### src/rtl/four_12_12_st0_fwd.sv
// Stage-0 forward sequencer: fetches tap row, bias and inputs per neuron, runs a
// signed Q16.16 MAC and streams one saturated result per neuron over valid/ready.
module four_12_12_st0_fwd #(
    parameter int N_IN      = 12,
    parameter int N_OUT     = 12,
    parameter int FRAC      = 16,
    parameter int DATA_BASE = 0
) (
    input  logic                 clk,
    input  logic                 reset,
    input  logic                 start,
    output logic                 busy,
    output logic                 tap_rd_en,
    output logic [4:0]           tap_rd_addr,
    input  logic [32*N_IN-1:0]   tap_rd_data,
    output logic                 bias_rd_en,
    output logic [3:0]           bias_rd_addr,
    input  logic [31:0]          bias_rd_data,
    output logic                 data_rd_en,
    output logic [8:0]           data_rd_addr,
    input  logic [31:0]          data_rd_data,
    output logic                 out_valid,
    input  logic                 out_ready,
    output logic [31:0]          out_data,
    output logic [3:0]           out_index,
    output logic                 done
);

    localparam int KW = (N_IN > 1) ? $clog2(N_IN) : 1;
    localparam int NW = (N_OUT > 1) ? $clog2(N_OUT) : 1;
    localparam int AW = 68;
    localparam logic [KW-1:0] K_LAST = KW'(N_IN - 1);
    localparam logic [NW-1:0] N_LAST = NW'(N_OUT - 1);

    typedef enum logic [2:0] {
        IDLE = 3'd0,
        LOAD = 3'd1,
        MAC  = 3'd2,
        FIN  = 3'd3,
        OUT  = 3'd4
    } state_t;

    // Clamp a wide signed value into the signed 32-bit range.
    function automatic logic [31:0] sat32(input logic signed [AW-1:0] v);
        logic [31:0] r;
        if (!v[AW-1] && (|v[AW-2:31])) begin
            r = 32'h7FFF_FFFF;
        end else if (v[AW-1] && !(&v[AW-2:31])) begin
            r = 32'h8000_0000;
        end else begin
            r = v[31:0];
        end
        return r;
    endfunction

    state_t                  state_r, state_s;
    logic [NW-1:0]           n_r, n_s;
    logic [KW-1:0]           k_r, k_s;
    logic signed [AW-1:0]    acc_r, acc_s;
    logic [32*N_IN-1:0]      tap_row_r, tap_row_s;
    logic [31:0]             bias_r, bias_s;
    logic                    out_valid_r, out_valid_s;
    logic [31:0]             out_data_r, out_data_s;
    logic [3:0]              out_index_r, out_index_s;
    logic                    done_r, done_s;
    logic                    busy_r;
    logic                    tap_rd_en_r, tap_rd_en_s;
    logic [4:0]              tap_rd_addr_r, tap_rd_addr_s;
    logic                    bias_rd_en_r, bias_rd_en_s;
    logic [3:0]              bias_rd_addr_r, bias_rd_addr_s;
    logic                    data_rd_en_r, data_rd_en_s;
    logic [8:0]              data_rd_addr_r, data_rd_addr_s;

    logic [31:0]             tap_sel_s;
    logic [31:0]             tap_elem_s;
    logic signed [63:0]      prod_s;
    logic signed [AW-1:0]    acc_shr_s;
    logic signed [AW-1:0]    fin_sum_s;

    // Select tap element k from the latched row.
    always_comb begin
        tap_sel_s = 32'd0;
        for (int i = 0; i < N_IN; i++) begin
            tap_sel_s = (k_r == KW'(i)) ? tap_row_r[32*i +: 32] : tap_sel_s;
        end
    end

    // At k==0 the row is still on the memory bus, so bypass the register.
    assign tap_elem_s = (k_r == {KW{1'b0}}) ? tap_rd_data[31:0] : tap_sel_s;
    assign prod_s     = $signed({{32{tap_elem_s[31]}}, tap_elem_s})
                      * $signed({{32{data_rd_data[31]}}, data_rd_data});
    assign acc_shr_s  = acc_r >>> FRAC;
    assign fin_sum_s  = acc_shr_s + $signed({{(AW-32){bias_r[31]}}, bias_r});

    // Next-state, datapath and result-register update.
    always_comb begin
        state_s     = state_r;
        n_s         = n_r;
        k_s         = k_r;
        acc_s       = acc_r;
        tap_row_s   = tap_row_r;
        bias_s      = bias_r;
        out_valid_s = out_valid_r;
        out_data_s  = out_data_r;
        out_index_s = out_index_r;
        done_s      = 1'b0;
        case (state_r)
            IDLE: begin
                if (start) begin
                    state_s = LOAD;
                    n_s     = {NW{1'b0}};
                end else begin
                    state_s = IDLE;
                end
            end
            LOAD: begin
                k_s     = {KW{1'b0}};
                acc_s   = {AW{1'b0}};
                state_s = MAC;
            end
            MAC: begin
                if (k_r == {KW{1'b0}}) begin
                    tap_row_s = tap_rd_data;
                    bias_s    = bias_rd_data;
                end else begin
                    tap_row_s = tap_row_r;
                    bias_s    = bias_r;
                end
                acc_s = acc_r + $signed({{(AW-64){prod_s[63]}}, prod_s});
                if (k_r == K_LAST) begin
                    state_s = FIN;
                end else begin
                    k_s = k_r + {{(KW-1){1'b0}}, 1'b1};
                end
            end
            FIN: begin
                out_data_s  = sat32(fin_sum_s);
                out_index_s = 4'(n_r);
                out_valid_s = 1'b1;
                state_s     = OUT;
            end
            OUT: begin
                if (out_valid_r && out_ready) begin
                    out_valid_s = 1'b0;
                    if (n_r == N_LAST) begin
                        done_s  = 1'b1;
                        n_s     = {NW{1'b0}};
                        state_s = IDLE;
                    end else begin
                        n_s     = n_r + {{(NW-1){1'b0}}, 1'b1};
                        state_s = LOAD;
                    end
                end else begin
                    state_s = OUT;
                end
            end
            default: begin
                state_s = IDLE;
            end
        endcase
    end

    // Memory strobes are registered, so they are decoded from the state being entered.
    always_comb begin
        tap_rd_en_s    = 1'b0;
        tap_rd_addr_s  = 5'd0;
        bias_rd_en_s   = 1'b0;
        bias_rd_addr_s = 4'd0;
        data_rd_en_s   = 1'b0;
        data_rd_addr_s = 9'd0;
        case (state_s)
            LOAD: begin
                tap_rd_en_s    = 1'b1;
                tap_rd_addr_s  = 5'(n_s);
                bias_rd_en_s   = 1'b1;
                bias_rd_addr_s = 4'(n_s);
                data_rd_en_s   = 1'b1;
                data_rd_addr_s = 9'(DATA_BASE);
            end
            MAC: begin
                if (k_s < K_LAST) begin
                    data_rd_en_s   = 1'b1;
                    data_rd_addr_s = 9'(DATA_BASE) + 9'(k_s) + 9'd1;
                end else begin
                    data_rd_en_s   = 1'b0;
                    data_rd_addr_s = 9'd0;
                end
            end
            default: begin
                data_rd_en_s   = 1'b0;
                data_rd_addr_s = 9'd0;
            end
        endcase
    end

    // State, datapath and output registers with synchronous active-low reset.
    always_ff @(posedge clk) begin
        if (!reset) begin
            state_r        <= IDLE;
            n_r            <= {NW{1'b0}};
            k_r            <= {KW{1'b0}};
            acc_r          <= {AW{1'b0}};
            tap_row_r      <= {(32*N_IN){1'b0}};
            bias_r         <= 32'd0;
            out_valid_r    <= 1'b0;
            out_data_r     <= 32'd0;
            out_index_r    <= 4'd0;
            done_r         <= 1'b0;
            busy_r         <= 1'b0;
            tap_rd_en_r    <= 1'b0;
            tap_rd_addr_r  <= 5'd0;
            bias_rd_en_r   <= 1'b0;
            bias_rd_addr_r <= 4'd0;
            data_rd_en_r   <= 1'b0;
            data_rd_addr_r <= 9'd0;
        end else begin
            state_r        <= state_s;
            n_r            <= n_s;
            k_r            <= k_s;
            acc_r          <= acc_s;
            tap_row_r      <= tap_row_s;
            bias_r         <= bias_s;
            out_valid_r    <= out_valid_s;
            out_data_r     <= out_data_s;
            out_index_r    <= out_index_s;
            done_r         <= done_s;
            busy_r         <= (state_s != IDLE);
            tap_rd_en_r    <= tap_rd_en_s;
            tap_rd_addr_r  <= tap_rd_addr_s;
            bias_rd_en_r   <= bias_rd_en_s;
            bias_rd_addr_r <= bias_rd_addr_s;
            data_rd_en_r   <= data_rd_en_s;
            data_rd_addr_r <= data_rd_addr_s;
        end
    end

    assign busy         = busy_r;
    assign tap_rd_en    = tap_rd_en_r;
    assign tap_rd_addr  = tap_rd_addr_r;
    assign bias_rd_en   = bias_rd_en_r;
    assign bias_rd_addr = bias_rd_addr_r;
    assign data_rd_en   = data_rd_en_r;
    assign data_rd_addr = data_rd_addr_r;
    assign out_valid    = out_valid_r;
    assign out_data     = out_data_r;
    assign out_index    = out_index_r;
    assign done         = done_r;

endmodule

### config.mk
export PLATFORM = sky130hd
export DESIGN_NAME = four_12_12_st0_fwd
export DESIGN_NICKNAME = d
export VERILOG_FILES = /design/src/rtl/four_12_12_st0_fwd.sv
export SDC_FILE = /design/constraint.sdc
export NUM_CORES = 2
export LEC_CHECK = 0
export ABC_AREA = 1
export CAP_MARGIN = 20
export CORE_ASPECT_RATIO = 2
export CORE_MARGIN = 2
export CORE_UTILIZATION = 36
export DETAILED_ROUTE_END_ITERATION = 6
export GPL_TIMING_DRIVEN = 0
export PLACE_DENSITY = 0.67
export SETUP_SLACK_MARGIN = 0.4
export SKIP_LAST_GASP = 1
export SLEW_MARGIN = 20
export SYNTH_ARGS = -nofsm -noshare
export SYNTH_HDL_FRONTEND = slang
export SYNTH_SLANG_ARGS = --single-unit
### constraint.sdc
create_clock -name clk -period 10.07 [get_ports clk]
set_input_delay 2.014 -clock clk [delete_from_list [all_inputs] [get_ports clk]]
set_output_delay 2.014 -clock clk [all_outputs]
set_load 0.05 [all_outputs]
Word level (Yosys, flattened, before mapping) --
Cells that the tools add are included.
Storage, ports and cells: register bits after elaboration 550, bits of input ports 452, output and inout port bits 60, logic and storage cells 91
Operators by class: muxes and demuxes 32, equality and inequality tests 19, add/sub/neg operators 5, $lt $le $gt $ge 1, $mul 1, reduce and logical (&&, ||, !) cells 17
Operators by type and width (count):
- $mux W32 | 14
- $pmux W68 S2 | 1
- $add A68 B64 Y68 | 1
- $mul A32 B32 Y64 | 1
- $add A52 B32 Y53 | 1
- $reduce_and A36 Y1 | 1
- $reduce_or A36 Y1 | 1
- $eq A4 B4 Y1 const B | 5
- $eq A4 B3 Y1 const B | 4
- $mux W4 | 4
- $pmux W4 S2 | 2
- $pmux W3 S5 | 1
- $eq A3 B2 Y1 const B | 3
- $add A4 B1 Y4 const B | 2
- $eq A4 B2 Y1 const B | 2
- $eq A3 B1 Y1 const B | 2
- $mux W1 | 6
- $mux W3 | 2
- $reduce_and A2 Y1 | 3
- $reduce_and A3 Y1 | 2
- $add A4 B1 Y5 const B | 1
- $eq A4 B1 Y1 const B | 1
- $logic_not A4 Y1 | 1
- $lt A4 B4 Y1 const B | 1
- 8 further kinds | 13

Longest topological paths before layout --
depth after elaboration 16, depth in mapped cells 51, depth with buffers taken out 48

Worst setup path after synthesis --
OpenSTA, ideal clock, no wires.
path kind input -> register, start point input port tap_rd_data[31], end point register acc_r[63], stages on the path 32, buffers on the path 1, data arrival time 9.870 ns, library setup time 0.132 ns, slack 0.067 ns, required time 9.938 ns, path through or2_2 > buf_1 > nand2_1 > nor2_1 > inv_1 > fa_1 > fa_1 > inv_1 > fa_1 > inv_1 > fa_1 > inv_1 > fa_1 > fa_1 > fa_1 > inv_1 > fa_1 > inv_1 > ha_1 > a21oi_1 > inv_1 > a31oi_1 > inv_1 > a21oi_1 > inv_1 > a21oi_1 > nand3_1 > nand3_1 > nand3_1 > or2_2 > nand2_1 > a21oi_1
On the way: longest elaborated chain between the ends 4
RTL lines:
- start: declaration | line 15 | input logic [32*N_IN-1:0] tap_rd_data,
- $mux W32 | line 89 | assign tap_elem_s = (k_r == {KW{1'b0}}) ? tap_rd_data[31:0] : tap_sel_s;
- $mul A32 B32 Y64 | line 91 | * $signed({{32{data_rd_data[31]}}, data_rd_data});
- $add A68 B64 Y68 | line 129 | acc_s = acc_r + $signed({{(AW-64){prod_s[63]}}, prod_s});
- $pmux W68 S2 | line 107 | case (state_r)
- end signal: assignment | line 202 | acc_r <= {AW{1'b0}};
- end signal: assignment | line 220 | acc_r <= acc_s;
- end: declaration | line 59 | logic signed [AW-1:0] acc_r, acc_s;
Every way passes these cells. A chain may end at the register's enable or synchronous reset.

Worst setup path after layout --
start point input port data_rd_data[12], end point register acc_r[60]
On the way: longest elaborated chain between the ends 3
RTL lines:
- start: declaration | line 21 | input logic [31:0] data_rd_data,
- $mul A32 B32 Y64 | line 91
- $add A68 B64 Y68 | line 129
- $pmux W68 S2 | line 107
Every way passes these cells.

==> flow_summary.yaml <==
worst_setup_path:
  crit_path_end_kind: "flop"
  cp.arrival_ns: 10.38
  crit_path_top_delay_cell: "clkbuf_1"
  path_class: "input port to flop"
  cp-start-kind: "input port"
  slowest_delay_ns: 0.69
  required_ns: 10.56
  cpMostUsedCell: "fa_1"
  cp_max_fo: 10
run:
  maxCapViolCount: 0
timing:
  post-route-min-period_ns: 9.888
  hold_viol_final: 0
  finalCritPeriodShare_pct: 98.19
  max_slew_margin_pct: 16.60
  setup_violations: 0
  finalWorstSetupSlack_ns: 0.1818
  finClkSkew_ns: 0.05008
  final_max_slew_viol_count: 0
  timing.fmax_ghz: 0.1011
  grt_setup_unrepaired: "yes"
  tightest_slew_ns: 1.251
die:
  initial_core_util_pct: 36.19
  dieArea_mm2: 0.1942
  num_rows: 226
  core_mm2: 0.1895
  ios: 512
  die_x_um: 312.6
  fp.dieH_um: 621.2
cells_and_area:
  drive_above_1_share_pct: 14.29
  layout.nets: 11770
  multi_input_area_mm2: 0.05348
  n_fill_cell: 19460
  design_area_mm2: 0.08561
  area_growth_pct: 24.87
  regArea_mm2: 0.01028
clock_network:
  cts_tree: "done"
  clkLatencyLatePin_ns: 0.66
  hold_buffers: 0
  cts-root-buf: "clkbuf_16"
  cts_buffers: 45
  clk_pin_slew_ns: 0.08
  h-tree-depth: 2
  cts.sinks: 513
  clk_path_buf_depth: 3
logic_synthesis:
  synth_edf_count: 0
  syn-cell-area_mm2: 0.06856
  synth.distinct_cells: 53
  ys_ff_latch: 513
  async_flop_share_pct: 0
  syn_area_per_cell_um2: 7.648
  ys.flop_type: "dfxtp_1"
  synthCells: 8964
  yosys_warnings: 0
  yosysSeqAreaShare_pct: 14.98
routing:
  viasPerCell: 5.351
  first_pass_iters: 6
  wl_per_cell_um: 30.62
  wirelength_mm: 377.8
  drc_errors: 0
  num_vias: 66040
  drt_iter0_drc: 4624
  ant_nets: 0
grt:
  grt_start_max_net_pins: 26
  antenna_found_initial: 43
  first_global_vias: 71650
  grt_pass1_wl_mm: 523.6
  grt.total_usage_pct: 38.66
  grt-ovfl-total: 0
placed_design:
  io_buffer_count: 496
  place_worst_setup_slack_ns: -2.728
  dpl.hpwl_mm: 319.9
  routabilityCongestion: 1.033
  dpl_cell_area_mm2: 0.07690
status:
  status: "completed"
min_path:
  hp-class: "flop to flop"
[cell families after synthesis]
kind of cell,Yosys count,share of synthesized area (%)
AND/OR/NAND/NOR,3666,22.44
buffers and inverters,2204,12.44
adder cells (fa/ha/maj),1537,41.77
AO/OA/AOI/OAI,999,7.802
flip-flops,513,14.98
XOR/XNOR,44,0.5621
other,1,0.005470
[per-stage QoR]
| step | setup TNS, ns | cells | hold WS [ns] | util (%) |
|---|---|---|---|---|
| floorplan | 0 | 8969 | 0.4297 | - |
| detailed placement | -72.86 | 11980 | 0.4581 | 40.59 |
| global route | 0 | 12330 | 0.4864 | 45.17 |
| finish | 0 | 12340 | 0.4699 | 45.19 |
| CTS | 0 | 12200 | 0.4689 | 43.78 |
| global placement | -83.22 | 11970 | 0.4527 | 40.48 |
[worst max-delay path: cells and delay by family]
| kind | cells | cell delay (ns) |
|---|---|---|
| AO/OA/AOI/OAI | 5 | 0.55 |
| AND/OR/NAND/NOR | 8 | 0.95 |
| buffers and inverters | 10 | 2.39 |
| adder cells (fa/ha/maj) | 9 | 4.44 |
[cell usage in the layout (no fill, tap or decap), types with 41 or more instances in the layout]
cell,netlist,final
inv_1,1704,1636
nor2_1,1547,1467
fa_1,1253,1151
nand2_1,1146,1034
nand3_1,742,671
dfxtp_1,513,510
o21ai_0,558,482
clkdlybuf4s50_1,0,481
buf_4,37,242
a21oi_1,302,235
ha_1,284,235
clkbuf_1,307,227
fa_2,0,102
nand2_2,39,99
clkbuf_2,2,74
inv_2,32,72
o211ai_1,65,65
a21oi_2,14,60
or2_2,63,59
nor2_2,16,56
nand3_4,1,54
buf_6,3,53
clkbuf_16,0,51
buf_12,1,51
nand3_2,28,47
nand4_1,43,43
ha_4,0,42
nor2_4,1,41
[area by class of cell]
type / count / area share, %
plain buffers: 440 / 3.019
flip-flops and latches: 513 / 12.01
repair buffers: 778 / 9.131
multi-input cells: 6253 / 62.47
clock inverters: 27 / 0.4326
well taps: 2508 / 3.665
clock buffers: 53 / 1.421
inverters: 1745 / 7.788
diodes: 24 / 0.07015
[worst paths after layout]
| check | cells past startpoint | startpoint | endpoint | slack [ns] |
|---|---|---|---|---|
| setup / recovery | 32 | data_rd_data[12] | acc_r[60] | 0.18 |
| hold / removal | 2 | acc_r[6] | acc_r[6] | 0.47 |
| setup reg to reg | 41 | k_r[0] | acc_r[61] | 0.19 |
| hold reg to reg | 2 | acc_r[6] | acc_r[6] | 0.47 |
[synthesized netlist by cell type, drive strengths merged, types with 12 or more instances]
cell / count / area [um^2]
inv: 1736 / 6516
nor2: 1564 / 5918
fa: 1253 / 25080
nand2: 1185 / 4546
nand3: 771 / 4011
o21ai: 564 / 2826
dfxtp: 513 / 10270
a21oi: 316 / 1634
clkbuf: 309 / 1162
ha: 284 / 3553
buf: 150 / 815.8
o211ai: 65 / 488.0
or2: 63 / 394.1
nand4: 43 / 269.0
nor3: 30 / 180.2
xor2: 27 / 236.5
xnor2: 17 / 148.9
a31oi: 13 / 81.33
o21bai: 12 / 90.09
[state kept, by name, summed over array words and instances (netlist names)]
| name | count |
|---|---|
| n_r | 4 |
| busy | 1 |
| out_data | 32 |
| data_rd_en | 1 |
| out_index | 4 |
| done | 1 |
| bias_r | 32 |
| data_rd_addr | 5 |
| tap_row_r | 352 |
| state_r | 3 |
| acc_r | 68 |
| out_valid | 1 |
| bias_rd_en | 1 |
| bias_rd_addr | 4 |
| k_r | 4 |
[per-layer routing]
layer  routed length [um]  share of wire [%]  global-route usage (%)  vias up
li1                     -                  -                       -    28840
met1               110500                 29                   34.54    32790
met2               189900                 50                   69.03     3005
met3                21770                5.8                   6.610     1366
met4                55380                 15                   43.40       46
met5                  295              0.078                       0        -
[what timing repair did]
action / CTS / global route
buffers inserted: 148 / 117
gates cloned: 3 / 5
resized for setup: 865 / 440
setup endpoints to repair: 56 / 47
pin swaps: 167 / 224
Power is left out: the tool's default activity adds up to more than one toggle a clock period on the data nets, which glitch-free logic cannot reach.
